==> src/rtl/event_collector_if.sv <==
// Bus between the event filter, the event collector and the output pins.
//   x_in, y_in, p_in, t_in : 2-bit fields of the filtered event word
//                            (all zero means no event this cycle)
//   out_data               : 8-bit stream byte
//   out_valid, out_ready   : stream handshake
// Handshake: a byte moves on every rising edge where out_valid && out_ready.
// While out_valid is high and out_ready is low, out_data holds its value.
// Once raised, out_valid stays high until the packet's last byte moves.
// The slave modport is the collector; the master is whoever drives events
// and consumes the stream.
interface event_collector_if;
  logic [1:0] x_in;
  logic [1:0] y_in;
  logic [1:0] p_in;
  logic [1:0] t_in;
  logic [7:0] out_data;
  logic       out_valid;
  logic       out_ready;

  modport master (
    output x_in, y_in, p_in, t_in, out_ready,
    input  out_data, out_valid
  );

  modport slave (
    input  x_in, y_in, p_in, t_in, out_ready,
    output out_data, out_valid
  );
endinterface

==> src/rtl/event_collector.sv <==
// Event collector: captures every nonzero filtered event word into a small
// FIFO and sends each entry as a 2-byte packet: {HDR_NIB, seq} then the event.
// Ports:
//   clk        : system clock, rising edge
//   rst        : synchronous active-high reset
//   bus        : event inputs and 8-bit valid/ready output stream (slave side)
//   fifo_level : current FIFO occupancy (0..DEPTH)
//   overflow   : sticky, set when an event is dropped on a full FIFO
//   drop_cnt   : dropped-event count, saturates at 255
//   dbg_state  : current packetiser state (IDLE=0, HDR=1, DATA=2)
module event_collector #(
  parameter int         DEPTH   = 4,
  parameter logic [3:0] HDR_NIB = 4'hA
) (
  input  logic                     clk,
  input  logic                     rst,
  event_collector_if.slave         bus,
  output logic [$clog2(DEPTH):0]   fifo_level,
  output logic                     overflow,
  output logic [7:0]               drop_cnt,
  output logic [1:0]               dbg_state
);

  localparam int AW = $clog2(DEPTH);
  localparam int LW = AW + 1;

  typedef enum logic [1:0] {
    S_IDLE = 2'd0,
    S_HDR  = 2'd1,
    S_DATA = 2'd2
  } state_t;

  state_t        state;
  logic [3:0]    seq;
  logic [7:0]    mem [DEPTH];
  logic [AW-1:0] wr_ptr;
  logic [AW-1:0] rd_ptr;

  logic [7:0]    ev;
  logic          ev_present;
  logic          full;
  logic          pop;
  logic          push;
  logic          drop;
  logic [LW-1:0] level_next;

  always_comb begin
    ev         = {bus.x_in, bus.y_in, bus.p_in, bus.t_in};
    ev_present = (ev != 8'h00);
    full       = (fifo_level == LW'(DEPTH));
    // The head is only ever released in DATA, so a header and its event
    // byte always come from the same entry.
    pop        = (state == S_DATA) && bus.out_ready;
    // A pop on the same edge frees the slot that a full FIFO needs.
    push       = ev_present && (!full || pop);
    drop       = ev_present && full && !pop;
    level_next = fifo_level + LW'(push) - LW'(pop);
  end

  // Storage has no reset; emptiness is tracked by the pointers and level.
  always_ff @(posedge clk) begin
    if (!rst && push) begin
      mem[wr_ptr] <= ev;
    end
  end

  always_ff @(posedge clk) begin
    if (rst) begin
      wr_ptr     <= '0;
      rd_ptr     <= '0;
      fifo_level <= '0;
      overflow   <= 1'b0;
      drop_cnt   <= 8'h00;
    end else begin
      if (push) begin
        wr_ptr <= wr_ptr + AW'(1);
      end
      if (pop) begin
        rd_ptr <= rd_ptr + AW'(1);
      end
      fifo_level <= level_next;
      if (drop) begin
        overflow <= 1'b1;
        if (drop_cnt != 8'hFF) begin
          drop_cnt <= drop_cnt + 8'd1;
        end
      end
    end
  end

  // Packetiser. out_valid/out_data are loaded together with the state so
  // the stream is driven purely from flops.
  always_ff @(posedge clk) begin
    if (rst) begin
      state         <= S_IDLE;
      seq           <= 4'd0;
      bus.out_valid <= 1'b0;
      bus.out_data  <= 8'h00;
    end else begin
      case (state)
        S_IDLE: begin
          // level_next includes this edge's push, so a fresh event shows its
          // header on the very next cycle.
          if (level_next != '0) begin
            state         <= S_HDR;
            bus.out_valid <= 1'b1;
            bus.out_data  <= {HDR_NIB, seq};
          end
        end
        S_HDR: begin
          if (bus.out_ready) begin
            state        <= S_DATA;
            bus.out_data <= mem[rd_ptr];
          end
        end
        S_DATA: begin
          if (bus.out_ready) begin
            seq <= seq + 4'd1;
            if (level_next != '0) begin
              state        <= S_HDR;
              bus.out_data <= {HDR_NIB, seq + 4'd1};
            end else begin
              state         <= S_IDLE;
              bus.out_valid <= 1'b0;
              bus.out_data  <= 8'h00;
            end
          end
        end
        default: begin
          state         <= S_IDLE;
          bus.out_valid <= 1'b0;
          bus.out_data  <= 8'h00;
        end
      endcase
    end
  end

  assign dbg_state = state;

endmodule

==> src/flat_wrapper.sv <==
// flat-port wrapper written by rule: the top's interface ports become plain ports
module event_collector_flat 
#(
  parameter int         DEPTH   = 4,
  parameter logic [3:0] HDR_NIB = 4'hA
)
  (clk, rst, fifo_level, overflow, drop_cnt, dbg_state, bus_x_in, bus_y_in, bus_p_in, bus_t_in, bus_out_ready, bus_out_data, bus_out_valid);
  event_collector_if bus_i ();
  input  logic clk;
  input  logic rst;
  output logic [$clog2(DEPTH):0] fifo_level;
  output logic overflow;
  output logic [7:0] drop_cnt;
  output logic [1:0] dbg_state;
  input wire logic [$bits(bus_i.x_in)-1:0] bus_x_in;
  input wire logic [$bits(bus_i.y_in)-1:0] bus_y_in;
  input wire logic [$bits(bus_i.p_in)-1:0] bus_p_in;
  input wire logic [$bits(bus_i.t_in)-1:0] bus_t_in;
  input wire logic [$bits(bus_i.out_ready)-1:0] bus_out_ready;
  output wire logic [$bits(bus_i.out_data)-1:0] bus_out_data;
  output wire logic [$bits(bus_i.out_valid)-1:0] bus_out_valid;
  assign bus_i.x_in = bus_x_in;
  assign bus_i.y_in = bus_y_in;
  assign bus_i.p_in = bus_p_in;
  assign bus_i.t_in = bus_t_in;
  assign bus_i.out_ready = bus_out_ready;
  assign bus_out_data = bus_i.out_data;
  assign bus_out_valid = bus_i.out_valid;
  event_collector #(.DEPTH(DEPTH), .HDR_NIB(HDR_NIB)) u_core (.clk(clk), .rst(rst), .bus(bus_i), .fifo_level(fifo_level), .overflow(overflow), .drop_cnt(drop_cnt), .dbg_state(dbg_state));
endmodule
==> config.mk <==
export PLATFORM = sky130hd
export DESIGN_NAME = event_collector_flat
export DESIGN_NICKNAME = d
export VERILOG_FILES = /design/src/rtl/event_collector_if.sv /design/src/rtl/event_collector.sv /design/src/flat_wrapper.sv
export SDC_FILE = /design/constraint.sdc
export NUM_CORES = 1
export LEC_CHECK = 0
export CORE_ASPECT_RATIO = 1.75
export CORE_MARGIN = 5
export CORE_UTILIZATION = 40
export DETAILED_ROUTE_END_ITERATION = 10
export PLACE_DENSITY_LB_ADDON = 0.2
export SYNTH_ARGS = -nofsm -noshare
export SYNTH_HDL_FRONTEND = slang
export SYNTH_SLANG_ARGS = --single-unit
==> constraint.sdc <==
create_clock -name clk -period 3.9 [get_ports clk]
set_input_delay 0.78 -clock clk [delete_from_list [all_inputs] [get_ports clk]]
set_output_delay 0.78 -clock clk [all_outputs]
set_load 0.005 [all_outputs]
== Word level (Yosys, flattened, before mapping) ==
Memory sizes are Yosys's and may differ from the RTL's. A register that Yosys moved wholly into a read port is not among the register bits.
Cells that the tools add are included.

* Add/sub/neg operators: 6
* Eq/ne operators: 8
* Muxes and demuxes: 18
* Bitwise gates (word level): 1
* Reduce and logical (&&, ||, !) cells: 16

{| class="wikitable"
|+ Operator list
! operator !! number
|-
| two-way mux 8 bit || 4
|-
| case mux 8 bit (3 select lines) || 1
|-
| two-way mux 2 bit || 5
|-
| adder 8 x 1 -> 8 bit (second input constant) || 1
|-
| inequality test 8 bit (second input constant) || 1
|-
| nonzero test 8 bit || 1
|-
| two-way mux 1 bit || 6
|-
| inequality test 2 bit (second input constant) || 3
|-
| case mux 2 bit (3 select lines) || 1
|-
| logical AND 1 bit || 5
|-
| adder 2 x 1 -> 2 bit (second input constant) || 2
|-
| adder 4 x 1 -> 4 bit (second input constant) || 1
|-
| AND reduction 2 bit || 2
|-
| AND reduction 4 bit || 1
|-
| adder 3 x 1 -> 3 bit || 1
|-
| equality test 3 bit (second input constant) || 1
|-
| logical NOT 1 bit || 3
|-
| case mux 1 bit (3 select lines) || 1
|-
| AND reduction 3 bit || 1
|-
| nonzero test 3 bit || 1
|-
| subtractor 3 x 1 -> 3 bit || 1
|-
| equality test 2 x 1 -> 1 bit (second input constant) || 1
|-
| equality test 2 bit (second input constant) || 1
|-
| logical NOT 2 bit || 1
|-
| other kinds (3) || 3
|}

* Flip-flop bits (word level): 31
* Memory bits (writable): 32
* Input port bits: 11
* Output and inout port bits: 23
* Word-level logic and storage cells: 59
* Memories: 1

{| class="wikitable"
|+ Memories
! memory !! words !! width !! read ports !! clocked after Yosys merged registers in !! wr ports !! line !! text
|-
| u_core.mem || 4 || 8 || 1 || 1 || 1 || event_collector.sv:35 || <nowiki>logic [7:0] mem [DEPTH];</nowiki>
|}

== Longest topological paths before layout ==
Gate-level depths: netlist of run 1.

* Depth after elaboration: 10
* Depth in mapped cells: 11
* Depth with buffers taken out: 10

== Worst setup path after synthesis of run 1 ==
OpenSTA, ideal clock, no wires.

* Path kind: input-to-reg
* Start: input port bus_out_ready
* End: register u_core.bus.out_data[3]
* Setup time: 0.078 ns
* Arrival time: 3.117 ns
* Required time: 3.822 ns
* Path slack: 0.705 ns
* Stages on the path: 11
* Buffers on the path: 1
* Cells stage by stage: and3b_1 > buf_6 > nor4b_4 > a21oi_1 > ha_1 > fa_1 > xor3_1 > nand2_1 > o311ai_1 > a211oi_1 > nor3_1

* Longest elaborated chain between the ends: 9
* Elaborated cells between the ends (all ways): 13
* Classes of those cells: add/sub: 2; eq/ne: 3; mux: 3; reduce/logical: 5

{| class="wikitable"
|+ RTL lines
! what !! line !! text
|-
| start: declaration || flat_wrapper.sv:19 || <nowiki>input wire logic [$bits(bus_i.out_ready)-1:0] bus_out_ready;</nowiki>
|-
| logical AND 1 bit (*) || event_collector.sv:53 || <nowiki>pop = (state == S_DATA) && bus.out_ready;</nowiki>
|-
| net u_core.pop || event_collector.sv:42 || <nowiki>logic pop;</nowiki>
|-
| logical OR 1 bit || event_collector.sv:55 || <nowiki>push = ev_present && (!full || pop);</nowiki>
|-
| logical AND 1 bit || event_collector.sv:55 ||
|-
| adder 3 x 1 -> 3 bit || event_collector.sv:57 || <nowiki>level_next = fifo_level + LW'(push) - LW'(pop);</nowiki>
|-
| subtractor 3 x 1 -> 3 bit (*) || event_collector.sv:57 ||
|-
| nonzero test 3 bit (*) || event_collector.sv:104, event_collector.sv:119 ||
|-
| two-way mux 8 bit || event_collector.sv:119 || <nowiki>if (level_next != '0) begin</nowiki>
|-
| two-way mux 8 bit || event_collector.sv:117 || <nowiki>if (bus.out_ready) begin</nowiki>
|-
| case mux 8 bit (3 select lines) || event_collector.sv:100 || <nowiki>case (state)</nowiki>
|-
| end signal: assignment || event_collector.sv:107 || <nowiki>bus.out_data <= {HDR_NIB, seq};</nowiki>
|-
| end signal: assignment || event_collector.sv:113 || <nowiki>bus.out_data <= mem[rd_ptr];</nowiki>
|-
| end signal: assignment || event_collector.sv:121 || <nowiki>bus.out_data <= {HDR_NIB, seq + 4'd1};</nowiki>
|-
| end: declaration || event_collector_if.sv:27 || <nowiki>output out_data, out_valid</nowiki>
|}

Mark *: on every way through the listed nets, which the timed path passes. The rest lies on a longest branch. The select of a mux whose other input is x is not followed.
A chain may end at the register's enable or synchronous reset.

== Worst setup path in the final report of run 1 ==
* Start: input port bus_out_ready
* End: register u_core.bus.out_data[1]

* Longest elaborated chain between the ends: 9
* Elaborated cells between the ends (all ways): 13
* Classes of those cells: add/sub: 2; eq/ne: 3; mux: 3; reduce/logical: 5

{| class="wikitable"
|+ RTL lines
! what !! line
|-
| logical AND 1 bit || event_collector.sv:53
|-
| logical OR 1 bit || event_collector.sv:55
|-
| logical AND 1 bit || event_collector.sv:55
|-
| adder 3 x 1 -> 3 bit || event_collector.sv:57
|-
| subtractor 3 x 1 -> 3 bit || event_collector.sv:57
|-
| nonzero test 3 bit || event_collector.sv:104, event_collector.sv:119
|-
| two-way mux 8 bit || event_collector.sv:119
|-
| two-way mux 8 bit || event_collector.sv:117
|-
| case mux 8 bit (3 select lines) || event_collector.sv:100
|}

Parallel ways exist; a longest one is shown, timed or not. The select of a mux whose other input is x is not followed.

==> results of run 1 <==
## power by group through the flow
stage | logic [mW] | clock network (mW) | registers, mW
2_1_floorplan | 0.409 | 0 | 0.927
4_1_cts | 0.673 | 0.710 | 0.934
3_3_place_gp | 0.661 | 0 | 0.944
3_5_place_dp | 0.671 | 0 | 0.947
5_1_grt | 0.742 | 0.736 | 0.945
6_report | 0.663 | 0.684 | 0.930
## layout make-up
class / count / area [sq um] / share of cell area [%]
clock buffers: 15 / 247.7 / 7.034
clock inverters: 1 / 5.005 / 0.1421
flip-flops and latches: 65 / 1622 / 46.04
inverters: 10 / 37.54 / 1.066
multi-input cells: 153 / 1115 / 31.65
well taps: 84 / 105.1 / 2.984
repair buffers: 41 / 390.4 / 11.08
## logic make-up after synthesis
group                      Yosys count
DFF                                 65
buffers and inverters               21
and+or+nand+nor                     83
xor gates and xnor gates             9
AOI/OAI and AO/OA                   39
adders and majority gates            9
muxes                               13
## cells in the final DEF, fill, tap and decap left out, types with 2 or more instances in the layout
master and instances:
sky130_fd_sc_hd__dfxtp_1 33, sky130_fd_sc_hd__clkdlybuf4s50_1 33, sky130_fd_sc_hd__edfxtp_1 32, sky130_fd_sc_hd__nor2_1 23, sky130_fd_sc_hd__nand2_1 16, sky130_fd_sc_hd__a21oi_1 15, sky130_fd_sc_hd__o21ai_0 14, sky130_fd_sc_hd__inv_1 10
sky130_fd_sc_hd__nand3_1 9, sky130_fd_sc_hd__clkbuf_16 9, sky130_fd_sc_hd__mux4_2 8, sky130_fd_sc_hd__ha_1 8, sky130_fd_sc_hd__buf_4 8, sky130_fd_sc_hd__nor2b_1 7, sky130_fd_sc_hd__clkbuf_1 6, sky130_fd_sc_hd__and2_1 5
sky130_fd_sc_hd__mux2i_1 5, sky130_fd_sc_hd__or3_1 5, sky130_fd_sc_hd__xnor2_1 4, sky130_fd_sc_hd__xor2_1 4, sky130_fd_sc_hd__nor4_1 3, sky130_fd_sc_hd__nand2b_1 3, sky130_fd_sc_hd__nand4_1 2, sky130_fd_sc_hd__o31ai_1 2
sky130_fd_sc_hd__or4_1 2, sky130_fd_sc_hd__and3_1 2, sky130_fd_sc_hd__a211oi_1 2, sky130_fd_sc_hd__nor3_1 2
## synthesized netlist by cell type (7+ instances only)
| cell | number | area, sq um |
|---|---|---|
| sky130_fd_sc_hd__nor2_1 | 23 | 86.33 |
| sky130_fd_sc_hd__nand3_1 | 9 | 45.04 |
| sky130_fd_sc_hd__dfxtp_1 | 33 | 660.6 |
| sky130_fd_sc_hd__nor2b_1 | 7 | 43.79 |
| sky130_fd_sc_hd__ha_1 | 8 | 100.1 |
| sky130_fd_sc_hd__edfxtp_1 | 32 | 960.9 |
| sky130_fd_sc_hd__inv_1 | 10 | 37.54 |
| sky130_fd_sc_hd__mux4_2 | 8 | 180.2 |
| sky130_fd_sc_hd__clkbuf_1 | 9 | 33.78 |
| sky130_fd_sc_hd__a21oi_1 | 15 | 75.07 |
| sky130_fd_sc_hd__nand2_1 | 16 | 60.06 |
| sky130_fd_sc_hd__o21ai_0 | 14 | 70.07 |
## per-layer routing
metal	vias up	share of wire [%]	global-route usage, %
met3	7	4.7	4.892
met4	0	1.8	6.122
met1	932	38	15.52
met2	39	56	25.28
li1	950	-	-
met5	-	0	0
## worst paths after layout
path / end / cells after the start / slack, ns
worst max-delay path: u_core.bus.out_data[1]$_SDFFE_PP0P_ / 10 / 0.62
worst min-delay path: u_core.bus.out_data[6]$_SDFFE_PP0P_ / 2 / 0.45
worst max register to register: u_core.bus.out_data[1]$_SDFFE_PP0P_ / 9 / 1.01
worst min register to register: u_core.bus.out_data[6]$_SDFFE_PP0P_ / 2 / 0.45
## registers in the layout (all words and copies together), names as in the netlist, named ones only
| register | cells |
|---|---|
| u_core.bus.out_data | 8 |
| u_core.bus.out_valid | 1 |
| u_core.dbg_state | 2 |
| u_core.drop_cnt | 8 |
| u_core.fifo_level | 3 |
| u_core.mem | 32 |
| u_core.overflow | 1 |
| u_core.rd_ptr | 2 |
| u_core.seq | 4 |
| u_core.wr_ptr | 2 |
## through the flow
stage / setup slack (ns) / cell area, sq um / hold slack [ns]
3_3_place_gp: 0.3490 / 3269 / 0.4530
2_1_floorplan: 0.7051 / 2824 / 0.4527
3_5_place_dp: 0.3142 / 3269 / 0.4491
5_1_grt: 0.2150 / 3522 / 0.4848
6_report: 0.6222 / 3522 / 0.4544
4_1_cts: 0.6455 / 3522 / 0.4563
## worst min-delay path, cell delays in order, from the launching register on
cell and delay [ns]:
sky130_fd_sc_hd__dfxtp_1 0.30, sky130_fd_sc_hd__nand2_1 0.05, sky130_fd_sc_hd__a21oi_1 0.05
==> impl_results.rst, run 1 <==
.. list-table::
   :header-rows: 1

   * - Metric
     - Value
   * - Status
     - completed
   * - Xor and xnor area share after synthesis
     - 3.323%
   * - HPWL reported at the end of detailed placement
     - 4.268 mm
   * - Root Driver
     - sky130_fd_sc_hd__clkbuf_16
   * - Number of nets in the layout
     - 300
   * - Number of synthesized flops with an enable pin
     - 32
   * - Kind of end point of the critical path
     - flip-flop
   * - Number of buffers added on ports
     - 33
   * - Synthesized instance count
     - 239
   * - Critical path peak fanout
     - 6
   * - Unrepaired setup endpoints after global routing
     - no
   * - Number of fill cells in the layout
     - 639
   * - R2r startpoint
     - u_core.dbg_state[1]$_SDFFE_PP0P_
   * - Share of total power consumed by net switching
     - 28.65%
   * - Cts hold-fix bufs
     - 0
   * - Fraction of the cycle the final worst path needs
     - 84.05%
   * - Pin count of the biggest net entering global routing
     - 34
   * - Number of max-slew violations in the final report
     - 0
   * - Proportion of register bits with asynchronous set or reset after synthesis
     - 0%
   * - Worst path bufs/invs
     - 1
   * - Class of the tightest hold or removal check
     - reg2reg
   * - Max Freq
     - 0.3051 GHz
   * - Leftover overflow at the end of global routing
     - 0
   * - DR DRC count
     - 0
   * - Final hold vios
     - 0
   * - Most used flip-flop cell after synthesis
     - sky130_fd_sc_hd__dfxtp_1
   * - Kind of start point of the critical path
     - primary input
   * - Post-Route Utilization
     - 51.37%
   * - Synthesized cell area
     - 2824 sq um
   * - Post-placement cell count
     - 353
   * - Endpoint arrival time on the critical path
     - 3.49 ns
   * - Post-CTS clock slew at the launch and capture registers of the worst setup and hold paths
     - 0.05 ns
   * - Simple-gate share of the synthesized area
     - 15.68%
   * - Relative max-transition margin
     - 63.31%
   * - Type of the worst setup path
     - in2reg
   * - Leak pwr
     - 1.247 nW
   * - Count of vias placed by the detailed router
     - 1928
   * - Maximum cell stage delay along the critical path
     - 0.43 ns
   * - Max clock buf depth
     - 2
   * - Net load switching power
     - 652.2 uW
   * - Core Footprint
     - 6857 sq um
   * - Fraction of final layout cells sized beyond drive strength 1
     - 9.825%
   * - Aggregate routed wire length
     - 5.802 mm
   * - Post-synthesis mux area share
     - 8.152%
   * - Kind of cell with the highest combined delay on the critical path
     - simple AND/OR/NAND/NOR gates
   * - Via count of the first global-routing pass
     - 1878
   * - Critical path origin
     - bus_out_ready
   * - IR drop worst, VDD
     - 0.3810 mV
   * - Synthesized Nets
     - 259
   * - Synthesis Warnings
     - 0
   * - Clock latency on the worst-skew pair
     - 0.32 ns
   * - Setup Skew
     - 0.007646 ns
   * - Final antenna-violating net count
     - 0
   * - Mapped Avg Cell Area
     - 11.82 sq um
   * - Critical Path RT
     - 4.11 ns
   * - Antenna diode count
     - 0
   * - Gates resized, CTS repair
     - 0
   * - Transition time at the pin with the least slew margin
     - 0.5496 ns
   * - Sum of negative setup slack
     - 0 ns
   * - Internal Dissipation
     - 1.625 mW
   * - Clock share of power
     - 30.0%
   * - Main combinational cell family by area after synthesis
     - simple AND/OR/NAND/NOR gates
   * - Final estimated routing congestion in global placement
     - 0.7547
   * - Relative contribution of sequential cells to total power
     - 40.9%
   * - Synth Area in Adders
     - 4.253%
   * - I/O pins
     - 34
   * - Final setup violation count
     - 0
   * - Num Clock Sinks
     - 65
   * - Wire length of the first global-routing pass
     - 9.466 mm
   * - Cell Count, Final, Fillers Out
     - 369
   * - Final routed wire length divided by cell count
     - 15.72 microns
   * - CTS tree
     - built
   * - Max-capacitance violation count
     - 0
   * - Gate power share
     - 29.1%
   * - Register bit count reported by yosys
     - 65
   * - Num rows
     - 40
   * - Post-CTS setup buffers
     - 0
   * - Yosys cell types
     - 39
   * - Total CTS buffers
     - 9
   * - Width of the die
     - 73.52 microns
   * - First-pass iteration count of the detailed router
     - 5
   * - Power Total
     - 2.277 mW
   * - Clock period minus worst slack
     - 3.278 ns
   * - DIE HEIGHT
     - 121.2 microns
   * - Count of routing violations after the opening detailed-route iteration
     - 112
   * - Total power density per cell area
     - 646.4 nW/um^2
   * - Hold Startpoint
     - u_core.bus.out_data[6]$_SDFFE_PP0P_
   * - Average via count per standard cell
     - 5.225
   * - Critical path's slowest cell
     - sky130_fd_sc_hd__clkdlybuf4s50_1
   * - Overall Global Routing Usage
     - 14.52%
   * - Area fraction in compound gates after synthesis
     - 8.064%
   * - Cell-by-cell listing of the critical path
     - clkdlybuf4s50_1 > and3b_1 > nor4b_4 > a21oi_1 > ha_1 > fa_1 > xor3_1 > nand2_1 > o311a_1 > o211a_1
   * - Number of antenna violations at the first check in global routing
     - 0
   * - Starting density of the core
     - 41.19%
   * - H-Tree Level Count
     - 3
   * - Area enclosed by the die boundary
     - 8906 sq um
   * - Sequential fraction of the synthesis area
     - 57.42%
   * - Area growth from synthesis to final layout
     - 24.72%
No activity file was read; power rests on OpenSTA's default activity.
==> run 2: changes to the inputs <==
==> constraint.sdc (replaced) <==
create_clock -name clk -period 3.29 [get_ports clk]
set_input_delay 0.658 -clock clk [delete_from_list [all_inputs] [get_ports clk]]
set_output_delay 0.658 -clock clk [all_outputs]
set_load 0.005 [all_outputs]
==> impl_results.rst, run 2 (synthesis gave the netlist of run 1 again) <==
.. list-table::
   :header-rows: 1

   * - Metric
     - Value
   * - Status
     - completed
   * - Max clock buf depth
     - 2
   * - Gates resized, CTS repair
     - 0
   * - Final estimated routing congestion in global placement
     - 0.7347
   * - Endpoint arrival time on the critical path
     - 3.25 ns
   * - Number of max-slew violations in the final report
     - 0
   * - Total CTS buffers
     - 9
   * - Leak pwr
     - 1.323 nW
   * - H-Tree Level Count
     - 3
   * - Worst hold margin
     - 0.4562 ns
   * - Sum of negative setup slack
     - 0 ns
   * - Fraction of final layout cells sized beyond drive strength 1
     - 14.43%
   * - Clock period minus worst slack
     - 3.036 ns
   * - Kind of end point of the critical path
     - flip-flop
   * - Post-CTS setup buffers
     - 0
   * - Leftover overflow at the end of global routing
     - 0
   * - DR DRC count
     - 0
   * - Width of the die
     - 73.52 microns
   * - Unrepaired setup endpoints after global routing
     - no
   * - Fraction of the cycle the final worst path needs
     - 92.27%
   * - Clock latency on the worst-skew pair
     - 0.33 ns
   * - Final hold vios
     - 0
   * - DIE HEIGHT
     - 121.2 microns
   * - Kind of cell with the highest combined delay on the critical path
     - simple AND/OR/NAND/NOR gates
   * - Number of nets in the layout
     - 313
   * - CTS tree
     - built
   * - Overall Global Routing Usage
     - 15.07%
   * - Net load switching power
     - 806.4 uW
   * - Share of total power consumed by net switching
     - 28.61%
   * - Maximum cell stage delay along the critical path
     - 0.42 ns
   * - Worst path bufs/invs
     - 2
   * - HPWL reported at the end of detailed placement
     - 4.355 mm
   * - Critical path's slowest cell
     - sky130_fd_sc_hd__clkdlybuf4s50_1
   * - Kind of start point of the critical path
     - primary input
   * - Largest registers in the final layout
     - u_core.mem: 32 flops, u_core.bus.out_data: 8 flops, u_core.drop_cnt: 8 flops
   * - Count of routing violations after the opening detailed-route iteration
     - 92
   * - Area enclosed by the die boundary
     - 8906 sq um
   * - Average via count per standard cell
     - 5.154
   * - Cts hold-fix bufs
     - 0
   * - Final setup violation count
     - 0
   * - Number of buffers added on ports
     - 33
   * - I/O pins
     - 34
   * - Clock share of power
     - 30.6%
   * - Relative contribution of sequential cells to total power
     - 39.1%
   * - Gate power share
     - 30.3%
   * - Via count of the first global-routing pass
     - 1984
   * - Starting density of the core
     - 41.19%
   * - Wire length of the first global-routing pass
     - 9.825 mm
   * - IR drop worst, VDD
     - 0.4964 mV
   * - Internal Dissipation
     - 2.013 mW
   * - Max Freq
     - 0.3294 GHz
   * - Core Footprint
     - 6857 sq um
   * - Class of the tightest hold or removal check
     - reg2reg
   * - Design Area, Final
     - 3640 sq um
   * - Antenna diode count
     - 0
   * - Transition time at the pin with the least slew margin
     - 0.5631 ns
   * - Most frequent cells in the layout
     - 33 x sky130_fd_sc_hd__dfxtp_1, 33 x sky130_fd_sc_hd__clkdlybuf4s50_1, 32 x sky130_fd_sc_hd__edfxtp_1
   * - Cell area reported after detailed placement
     - 3367 sq um
   * - Count of vias placed by the detailed router
     - 1969
   * - Max-capacitance violation count
     - 0
   * - Num rows
     - 40
   * - Number of antenna violations at the first check in global routing
     - 0
   * - Num Clock Sinks
     - 65
   * - Relative max-transition margin
     - 62.41%
   * - Final antenna-violating net count
     - 0
   * - Final routed wire length divided by cell count
     - 15.56 microns
   * - Cell-by-cell listing of the critical path
     - clkdlybuf4s50_1 > and3b_1 > nor4b_4 > a21oi_1 > ha_1 > fa_1 > xor3_1 > nand2_1 > buf_4 > o22ai_1 > nand2b_1 > and3_1
   * - Area growth from synthesis to final layout
     - 28.89%
   * - Post-CTS clock slew at the launch and capture registers of the worst setup and hold paths
     - 0.05 ns
   * - Setup Skew
     - 0.006978 ns
   * - Pin count of the biggest net entering global routing
     - 34
   * - Critical path peak fanout
     - 4
   * - Max FFs per register
     - 32
   * - Root Driver
     - sky130_fd_sc_hd__clkbuf_16
   * - Type of the worst setup path
     - in2reg
   * - First-pass iteration count of the detailed router
     - 4
   * - Critical Path RT
     - 3.51 ns
   * - Power Total
     - 2.819 mW
   * - Largest register by flop count
     - u_core.mem
   * - Total power density per cell area
     - 774.5 nW/um^2
   * - Aggregate routed wire length
     - 5.943 mm
   * - Number of fill cells in the layout
     - 617
run 2: worst register-to-register path: cells and delay by family (launching register included):
kind                     cells  cell delay (ns)
AO/OA/AOI/OAI                2             0.32
XOR/XNOR                     1             0.24
adder cells (fa/ha/maj)      2             0.57
buffers and inverters        1             0.17
flip-flops                   1             0.33
AND/OR/NAND/NOR              5             0.85
run 2: power groups by stage:
stage / logic [mW] / registers, mW / clock network, mW
after floorplan: 0.485 / 1.10 / 0
after global placement: 0.852 / 1.12 / 0
after detailed placement: 0.857 / 1.12 / 0
after CTS: 0.863 / 1.11 / 0.889
after global routing: 0.941 / 1.12 / 0.925
final: 0.853 / 1.10 / 0.864
run 2: per-layer routing:
layer,GRT usage [%],up-vias,part of all wire [%]
met5,0,-,0
met4,8.050,0,2.5
met3,4.726,11,3.9
met2,25.94,31,55
met1,15.83,948,38
li1,-,979,-
run 2: area by class of cell:
type	instances	area (sq um)	share of cell area, %
Clock buffer	15	267.8	7.356
Inverter	10	37.54	1.031
Clock inverter	1	5.005	0.1375
Tap cell	84	105.1	2.888
Multi-Input combinational cell	153	1115	30.63
Timing Repair Buffer	54	488.0	13.41
Sequential cell	65	1622	44.55
run 2: path summary, 6_finish.rpt:
check | start | depth (start not counted) | endpoint | slack, ns
worst max-delay path | bus_out_ready | 12 | u_core.bus.out_data[5]$_SDFFE_PP0P_ | 0.25
worst min-delay path | u_core.bus.out_data[6]$_SDFFE_PP0P_ | 2 | u_core.bus.out_data[6]$_SDFFE_PP0P_ | 0.46
worst max register to register | u_core.dbg_state[0]$_SDFFE_PP0P_ | 11 | u_core.bus.out_data[5]$_SDFFE_PP0P_ | 0.70
worst min register to register | u_core.bus.out_data[6]$_SDFFE_PP0P_ | 2 | u_core.bus.out_data[6]$_SDFFE_PP0P_ | 0.46
run 2: stage by stage:
stage	utilization (%)	instances	setup slack, ns
floorplan	-	239	0.2170
global placement	49.11	366	-0.02292
detailed placement	49.11	366	-0.06708
CTS	53.08	382	0.2654
global route	53.08	382	0.06691
finish	53.08	382	0.2544
==> run 3: changes to the inputs <==
--- a/config.mk
+++ b/config.mk
@@ -5,6 +5,7 @@
 export SDC_FILE = /design/constraint.sdc
 export NUM_CORES = 1
 export LEC_CHECK = 0
+export ABC_CLOCK_PERIOD_IN_PS = 3290
 export CORE_ASPECT_RATIO = 1.75
 export CORE_MARGIN = 5
 export CORE_UTILIZATION = 40
==> results of run 3 <==
No change in the layout: final DEF, timing and power equal those of run 2.
